File: config.mk
export PLATFORM = sky130hd
export DESIGN_NAME = reorder_buffer
export DESIGN_NICKNAME = d
export VERILOG_FILES = /design/src/rtl/reorder_buffer_pkg.sv /design/src/rtl/rob_commit_unit.sv /design/src/rtl/reorder_buffer.sv
export SDC_FILE = /design/constraint.sdc
export NUM_CORES = 1
export LEC_CHECK = 0
export BUFFER_PORTS_ARGS = -buffer_cell sky130_fd_sc_hd__buf_2
export CORE_AREA = 2 2 218 305
export CTS_CLUSTER_DIAMETER = 100
export DETAILED_ROUTE_END_ITERATION = 10
export DIE_AREA = 0 0 220 307
export PLACE_DENSITY = 0.76
export SLEW_MARGIN = 25
export SYNTH_ARGS = -nofsm -noshare
export SYNTH_HDL_FRONTEND = slang
export SYNTH_SLANG_ARGS = --single-unit
File: constraint.sdc
create_clock -name clk_in -period 8 [get_ports clk_in]
set_input_delay 1.6 -clock clk_in [delete_from_list [all_inputs] [get_ports clk_in]]
set_output_delay 1.6 -clock clk_in [all_outputs]
set_load 0.01 [all_outputs]
File: src/rtl/reorder_buffer_pkg.sv
// Shared widths and issue_type encodings for the reorder buffer.
// The design's optional feature is selected by the macro ROB_CDB_BYPASS_EN.
`ifndef ROB_WIDTH_BIT
`define ROB_WIDTH_BIT 3
`endif
`ifndef ROB_TYPE_REG
`define ROB_TYPE_REG  2'd0
`define ROB_TYPE_BR   2'd1
`define ROB_TYPE_ST   2'd2
`define ROB_TYPE_HALT 2'd3
`endif

package reorder_buffer_pkg;

    localparam int ROB_W     = `ROB_WIDTH_BIT;
    localparam int ROB_DEPTH = 1 << ROB_W;

    typedef enum logic [1:0] {
        TYPE_REG  = `ROB_TYPE_REG,
        TYPE_BR   = `ROB_TYPE_BR,
        TYPE_ST   = `ROB_TYPE_ST,
        TYPE_HALT = `ROB_TYPE_HALT
    } rob_type_e;

endpackage

File: src/rtl/rob_commit_unit.sv
// Retirement decision for the head entry of the reorder buffer.
// Pure combinational; the caller registers the results as one-cycle commit outputs.
module rob_commit_unit
    import reorder_buffer_pkg::*;
(
    input  logic        i_busy,
    input  logic        i_ready,
    input  logic [1:0]  i_type,
    input  logic [4:0]  i_rd,
    input  logic [31:0] i_val,
    input  logic        i_pred,
    input  logic        i_taken,
    input  logic [31:0] i_target,
    input  logic        i_halted,
    input  logic        i_flush,
    output logic        o_commit,
    output logic [4:0]  o_reg_id,
    output logic [31:0] o_val,
    output logic        o_store,
    output logic        o_clear,
    output logic [31:0] o_clear_pc,
    output logic        o_halt
);

    rob_type_e w_type;

    assign w_type = rob_type_e'(i_type);

    // Nothing retires once halted or while the flush pulse is clearing the buffer.
    always_comb begin
        o_commit   = 1'b0;
        o_reg_id   = 5'd0;
        o_val      = 32'd0;
        o_store    = 1'b0;
        o_clear    = 1'b0;
        o_clear_pc = 32'd0;
        o_halt     = 1'b0;
        if (i_busy && i_ready && !i_halted && !i_flush) begin
            o_commit = 1'b1;
            case (w_type)
                TYPE_REG: begin
                    o_reg_id = i_rd;
                    o_val    = i_val;
                end
                TYPE_BR: begin
                    o_reg_id = i_rd;
                    o_val    = i_val;
                    if (i_taken != i_pred) begin
                        o_clear    = 1'b1;
                        o_clear_pc = i_target;
                    end
                end
                TYPE_ST:   o_store = 1'b1;
                TYPE_HALT: o_halt  = 1'b1;
                default: ;
            endcase
        end
    end

endmodule

File: src/rtl/reorder_buffer.sv
// Circular reorder buffer: allocates at issue, captures CDB results, serves operand lookups, retires in order.
// Optional macro ROB_CDB_BYPASS_EN forwards a same-cycle CDB result to the lookup ports.
module reorder_buffer
    import reorder_buffer_pkg::*;
#(
    parameter int DEPTH = 2 ** ROB_W
) (
    input  logic             clk_in,
    input  logic             rst_in,
    input  logic             rdy_in,
    input  logic             issue_valid,
    input  logic [1:0]       issue_type,
    input  logic [4:0]       issue_rd,
    input  logic [31:0]      issue_pc,
    input  logic             issue_pred_taken,
    input  logic             issue_ready,
    input  logic [31:0]      issue_val,
    output logic             rob_full,
    output logic [ROB_W-1:0] issue_rob_id,
    output logic [4:0]       new_reg_id,
    output logic [ROB_W-1:0] new_ROB_id,
    input  logic             cdb_valid,
    input  logic [ROB_W-1:0] cdb_rob_id,
    input  logic [31:0]      cdb_val,
    input  logic             cdb_taken,
    input  logic [31:0]      cdb_target,
    input  logic [ROB_W-1:0] rs1_id,
    input  logic [ROB_W-1:0] rs2_id,
    output logic             rs1_ready,
    output logic             rs2_ready,
    output logic [31:0]      rs1_val,
    output logic [31:0]      rs2_val,
    output logic [4:0]       write_reg_id,
    output logic [ROB_W-1:0] write_ROB_id,
    output logic [31:0]      write_val,
    output logic             store_commit,
    output logic             clear_flag,
    output logic [31:0]      clear_pc,
    output logic             halt
);

    localparam logic [ROB_W:0] FULL_CNT = (ROB_W + 1)'(DEPTH);

    logic [DEPTH-1:0] r_busy;
    logic             r_ready  [DEPTH];
    logic [1:0]       r_type   [DEPTH];
    logic [4:0]       r_rd     [DEPTH];
    logic [31:0]      r_val    [DEPTH];
    logic             r_pred   [DEPTH];
    logic             r_taken  [DEPTH];
    logic [31:0]      r_target [DEPTH];
    logic [ROB_W-1:0] r_head;
    logic [ROB_W-1:0] r_tail;
    logic [ROB_W:0]   r_count;

    logic        w_accept;
    logic        w_cdb_hit;
    logic        w_commit;
    logic [4:0]  w_reg_id;
    logic [31:0] w_val;
    logic        w_store;
    logic        w_clear;
    logic [31:0] w_clear_pc;
    logic        w_halt;
    logic        w_unused_pc;

    // The PC travels with the instruction elsewhere; branches resolve their target on the CDB.
    assign w_unused_pc = ^issue_pc;

    assign rob_full     = (r_count == FULL_CNT);
    assign w_accept     = rdy_in && issue_valid && !rob_full && !clear_flag;
    assign w_cdb_hit    = cdb_valid && r_busy[cdb_rob_id];
    assign issue_rob_id = r_tail;
    assign new_ROB_id   = r_tail;
    assign new_reg_id   = w_accept ? issue_rd : 5'd0;

    always_comb begin
        rs1_ready = r_busy[rs1_id] && r_ready[rs1_id];
        rs1_val   = r_val[rs1_id];
        rs2_ready = r_busy[rs2_id] && r_ready[rs2_id];
        rs2_val   = r_val[rs2_id];
`ifdef ROB_CDB_BYPASS_EN
        if (cdb_valid && (cdb_rob_id == rs1_id) && r_busy[rs1_id]) begin
            rs1_ready = 1'b1;
            rs1_val   = cdb_val;
        end
        if (cdb_valid && (cdb_rob_id == rs2_id) && r_busy[rs2_id]) begin
            rs2_ready = 1'b1;
            rs2_val   = cdb_val;
        end
`endif
    end

    rob_commit_unit u_commit (
        .i_busy     (r_busy[r_head]),
        .i_ready    (r_ready[r_head]),
        .i_type     (r_type[r_head]),
        .i_rd       (r_rd[r_head]),
        .i_val      (r_val[r_head]),
        .i_pred     (r_pred[r_head]),
        .i_taken    (r_taken[r_head]),
        .i_target   (r_target[r_head]),
        .i_halted   (halt),
        .i_flush    (clear_flag),
        .o_commit   (w_commit),
        .o_reg_id   (w_reg_id),
        .o_val      (w_val),
        .o_store    (w_store),
        .o_clear    (w_clear),
        .o_clear_pc (w_clear_pc),
        .o_halt     (w_halt)
    );

    // Entry payload needs no reset: every read is qualified by the busy bit.
    always_ff @(posedge clk_in) begin
        if (!rst_in && rdy_in && !clear_flag) begin
            if (w_accept) begin
                r_ready[r_tail]  <= issue_ready;
                r_type[r_tail]   <= issue_type;
                r_rd[r_tail]     <= issue_rd;
                r_val[r_tail]    <= issue_val;
                r_pred[r_tail]   <= issue_pred_taken;
                r_taken[r_tail]  <= 1'b0;
                r_target[r_tail] <= 32'd0;
            end
            if (w_cdb_hit) begin
                r_ready[cdb_rob_id]  <= 1'b1;
                r_val[cdb_rob_id]    <= cdb_val;
                r_taken[cdb_rob_id]  <= cdb_taken;
                r_target[cdb_rob_id] <= cdb_target;
            end
        end
    end

    always_ff @(posedge clk_in) begin
        if (rst_in) begin
            r_busy       <= '0;
            r_head       <= '0;
            r_tail       <= '0;
            r_count      <= '0;
            write_reg_id <= 5'd0;
            write_ROB_id <= '0;
            write_val    <= 32'd0;
            store_commit <= 1'b0;
            clear_flag   <= 1'b0;
            clear_pc     <= 32'd0;
            halt         <= 1'b0;
        end else if (rdy_in) begin
            write_reg_id <= w_reg_id;
            write_ROB_id <= w_commit ? r_head : '0;
            write_val    <= w_val;
            store_commit <= w_store;
            clear_flag   <= w_clear;
            clear_pc     <= w_clear_pc;
            halt         <= halt | w_halt;
            if (clear_flag) begin
                r_busy  <= '0;
                r_head  <= '0;
                r_tail  <= '0;
                r_count <= '0;
            end else begin
                if (w_commit) begin
                    r_busy[r_head] <= 1'b0;
                    r_head         <= r_head + ROB_W'(1);
                end
                if (w_accept) begin
                    r_busy[r_tail] <= 1'b1;
                    r_tail         <= r_tail + ROB_W'(1);
                end
                case ({w_accept, w_commit})
                    2'b10:   r_count <= r_count + (ROB_W + 1)'(1);
                    2'b01:   r_count <= r_count - (ROB_W + 1)'(1);
                    default: r_count <= r_count;
                endcase
            end
        end
    end

endmodule
==> out/metrics.cfg <==
[run_status]
outcome = completed

[floorplanning]
die-area_um2 = 67500
die_w_um = 220
die_h_um = 307
start_util = 0.533
ios = 305
core_area_um2 = 65000
rows = 111

[cts]
hold_buffers = 0
cts_buffer_depth = 3
clkSinkCount = 688
clkTransAtPathRegs_ns = 0.06
numCtsBuffers = 69
clk_latency_ns = 0.62
root_buffer = clkbuf_16
cts_tree = done
ctsResizeCount = 0
postCtsSetupBuffers = 0
ctsHtreeMaxLevel = 3

[global_routing]
grt_pass1_vias = 21914
grt_usage = 0.286
grt-ovfl-total = 0
grt_pass1_wl_mm = 140
antenna_found_initial = 26
grt_start_max_net_pins = 67

[timing]
final.min_clock_period_ns = 5.32
fin_worst_skew_ns = 0.0228
worst_pin_slew_ns = 1.09
fin_setup_tns_ns = 0
setup_slack_ns = 2.68
rsz0062_at_grt = false
slew_headroom = 0.272
slew_viol_final = 0
setup_viol = 0
hold_viol_final = 0
finalCritPeriodShare = 0.665
timing.fmax_mhz = 188

[route]
wire_per_inst_um = 29.1
remaining_drc_errors = 0
drt_first_pass_iters = 5
drtIter0Drc = 2235
vias = 20995
via_per_inst = 6.42
ant_nets = 0
routed_wl_mm = 95.1

[run]
maxCapViolCount = 0

[worst_setup_path]
worst-endpoint-arrival_ns = 3.72
end_kind = primary output
slowest_delay_ns = 0.57
crit_chain = buf_4 > buf_4 > mux4_2 > mux2_2 > buf_2
worstPathMaxFanout = 26
cp_slowest_cell = mux4_2
path_common_cell = buf_4
critical_path_class = in -> out
critical_path_required_ns = 6.40
startpoint_type = input pin

[place]
port_buffers = 272
dp_hpwl_mm = 55.6
pre_cts_slack_ns = 2.37
routabilityCongestion = 0.794

[power_and_ir_drop]
peakVddDrop_mv = 0.210
p_leak_nw = 12.9
p_per_area_nw_per_um2 = 193

[synthesis]
async_flop_share = 0
synth_warnings = 0
ys_seq_elements = 688
synth_fp_nets = 2292
ys_types = 54
synth-edff-count = 584
synthesis.instances = 2136
ys_seq_area_frac = 0.567
netlist_area_um2 = 34600
ys.flop_type = edfxtp_1
avgSynthCellArea_um2 = 16.2

[layout]
drive_gt1_frac = 0.426
design.final.nets = 2516
multi_input_area_um2 = 14300
nFillCells = 4879
layout_commonest_cell = edfxtp_1
regArea_um2 = 19600
final_cell_mix = 584 x edfxtp_1, 314 x mux2_2, 278 x mux4_2
areaGrowthSynthToFinish_pct = 12.6

[hold_path]
hold_class = reg -> reg

==> metal layers <==
layer,part of all wire,track usage
met1,0.37,0.357
met5,0.0010,0
met3,0.076,0.0482
met2,0.52,0.495
met4,0.035,0.116
==> flip-flops by register name, indices dropped and copies added, names as in the netlist, named ones only <==
name / count
r_target: 256
r_val: 256
r_rd: 40
clear_pc: 32
write_val: 32
r_type: 16
r_busy: 8
r_pred: 8
r_ready: 8
r_taken: 8
write_reg_id: 5
r_count: 4
issue_rob_id: 3
r_head: 3
write_ROB_id: 3
clear_flag: 1
halt: 1
store_commit: 1
==> cell usage after synthesis, types with 2 or more instances <==
library cell / number / area (µm²)
edfxtp_1: 584 / 17500
mux2_2: 314 / 3540
mux4_2: 278 / 6260
and2_1: 274 / 1710
dfxtp_1: 104 / 2080
nand2_1: 96 / 360
o21ai_0: 89 / 445
mux2i_1: 79 / 791
clkbuf_1: 64 / 240
buf_2: 38 / 190
buf_4: 21 / 158
nor2_1: 21 / 78.8
clkbuf_2: 18 / 90.1
buf_1: 14 / 52.6
a31oi_1: 12 / 75.1
mux2_1: 12 / 135
nand3_1: 11 / 55.1
a21oi_1: 10 / 50.1
buf_6: 9 / 101
inv_1: 8 / 30.0
o21ai_1: 8 / 40.0
nand2b_1: 7 / 43.8
nor2b_1: 6 / 37.5
nand3b_1: 5 / 37.5
a32o_1: 4 / 40.0
ha_1: 4 / 50.1
o211ai_1: 4 / 30.0
xnor2_1: 4 / 35.0
nor2_2: 3 / 18.8
a211o_1: 2 / 17.5
a22oi_1: 2 / 15.0
and3_1: 2 / 12.5
nor3_1: 2 / 10.0
nor3_4: 2 / 32.5
o22ai_1: 2 / 12.5
or2_2: 2 / 12.5
or3b_1: 2 / 17.5
or4_1: 2 / 15.0
xor2_1: 2 / 17.5
==> final timing paths <==
kind,from,end,slack (ns),depth (start not counted)
setup / recovery,rs2_id[0],rs2_val[2],2.68,5
hold / removal,write_val[20]$_SDFFE_PP0P_,write_val[20]$_SDFFE_PP0P_,0.45,2
setup reg to reg,clear_flag$_SDFFE_PP0P_,r_val[0][6]$_DFFE_PP_,3.74,6
hold reg to reg,write_val[20]$_SDFFE_PP0P_,write_val[20]$_SDFFE_PP0P_,0.45,2
==> worst max-delay path, delay by kind of cell <==
kind	cells	cell delay, ns
buffers and inverters	3	1.18
multiplexers	2	0.89
==> kinds of logic after synthesis <==
group,count (synthesis),synth area share
xor gates and xnor gates,6,0.00152
buffers and inverters,173,0.0251
muxes,683,0.310
DFF,688,0.567
adders and majority gates,4,0.00145
AOI/OAI and AO/OA,142,0.0237
and+or+nand+nor,440,0.0721
==> final cells by class <==
cell class	count	share of cell area
multi-input combinational	1275	0.366
tap	847	0.0272
clock buffer	97	0.0491
inverter	9	0.000930
timing repair buffer	317	0.0476
antenna	9	0.000577
clock inverter	27	0.00520
sequential	688	0.503
==> stage by stage <==
| stage | total power [mW] | cells | area, µm² | hold WS [ns] | util |
|---|---|---|---|---|---|
| 5_1_grt | 7.73 | 3267 | 39000 | 0.478 | 0.600 |
| 3_3_place_gp | 4.46 | 3130 | 36700 | 0.432 | 0.565 |
| 3_5_place_dp | 4.48 | 3135 | 36800 | 0.440 | 0.567 |
| 2_1_floorplan | 4.29 | 2136 | 34600 | 0.459 | - |
| 6_report | 7.51 | 3269 | 39000 | 0.448 | 0.600 |
| 4_1_cts | 7.56 | 3259 | 38900 | 0.454 | 0.599 |
==> power breakdown <==
| part | switching, mW | leakage (nW) | internal, mW |
|---|---|---|---|
| clock | 1.36 | 1.03 | 1.74 |
| combinational | 0.264 | 5.85 | 0.240 |
| sequential | 0.0188 | 5.99 | 3.88 |
| total | 1.65 | 12.9 | 5.87 |
Power figures use the tool's default switching activity.
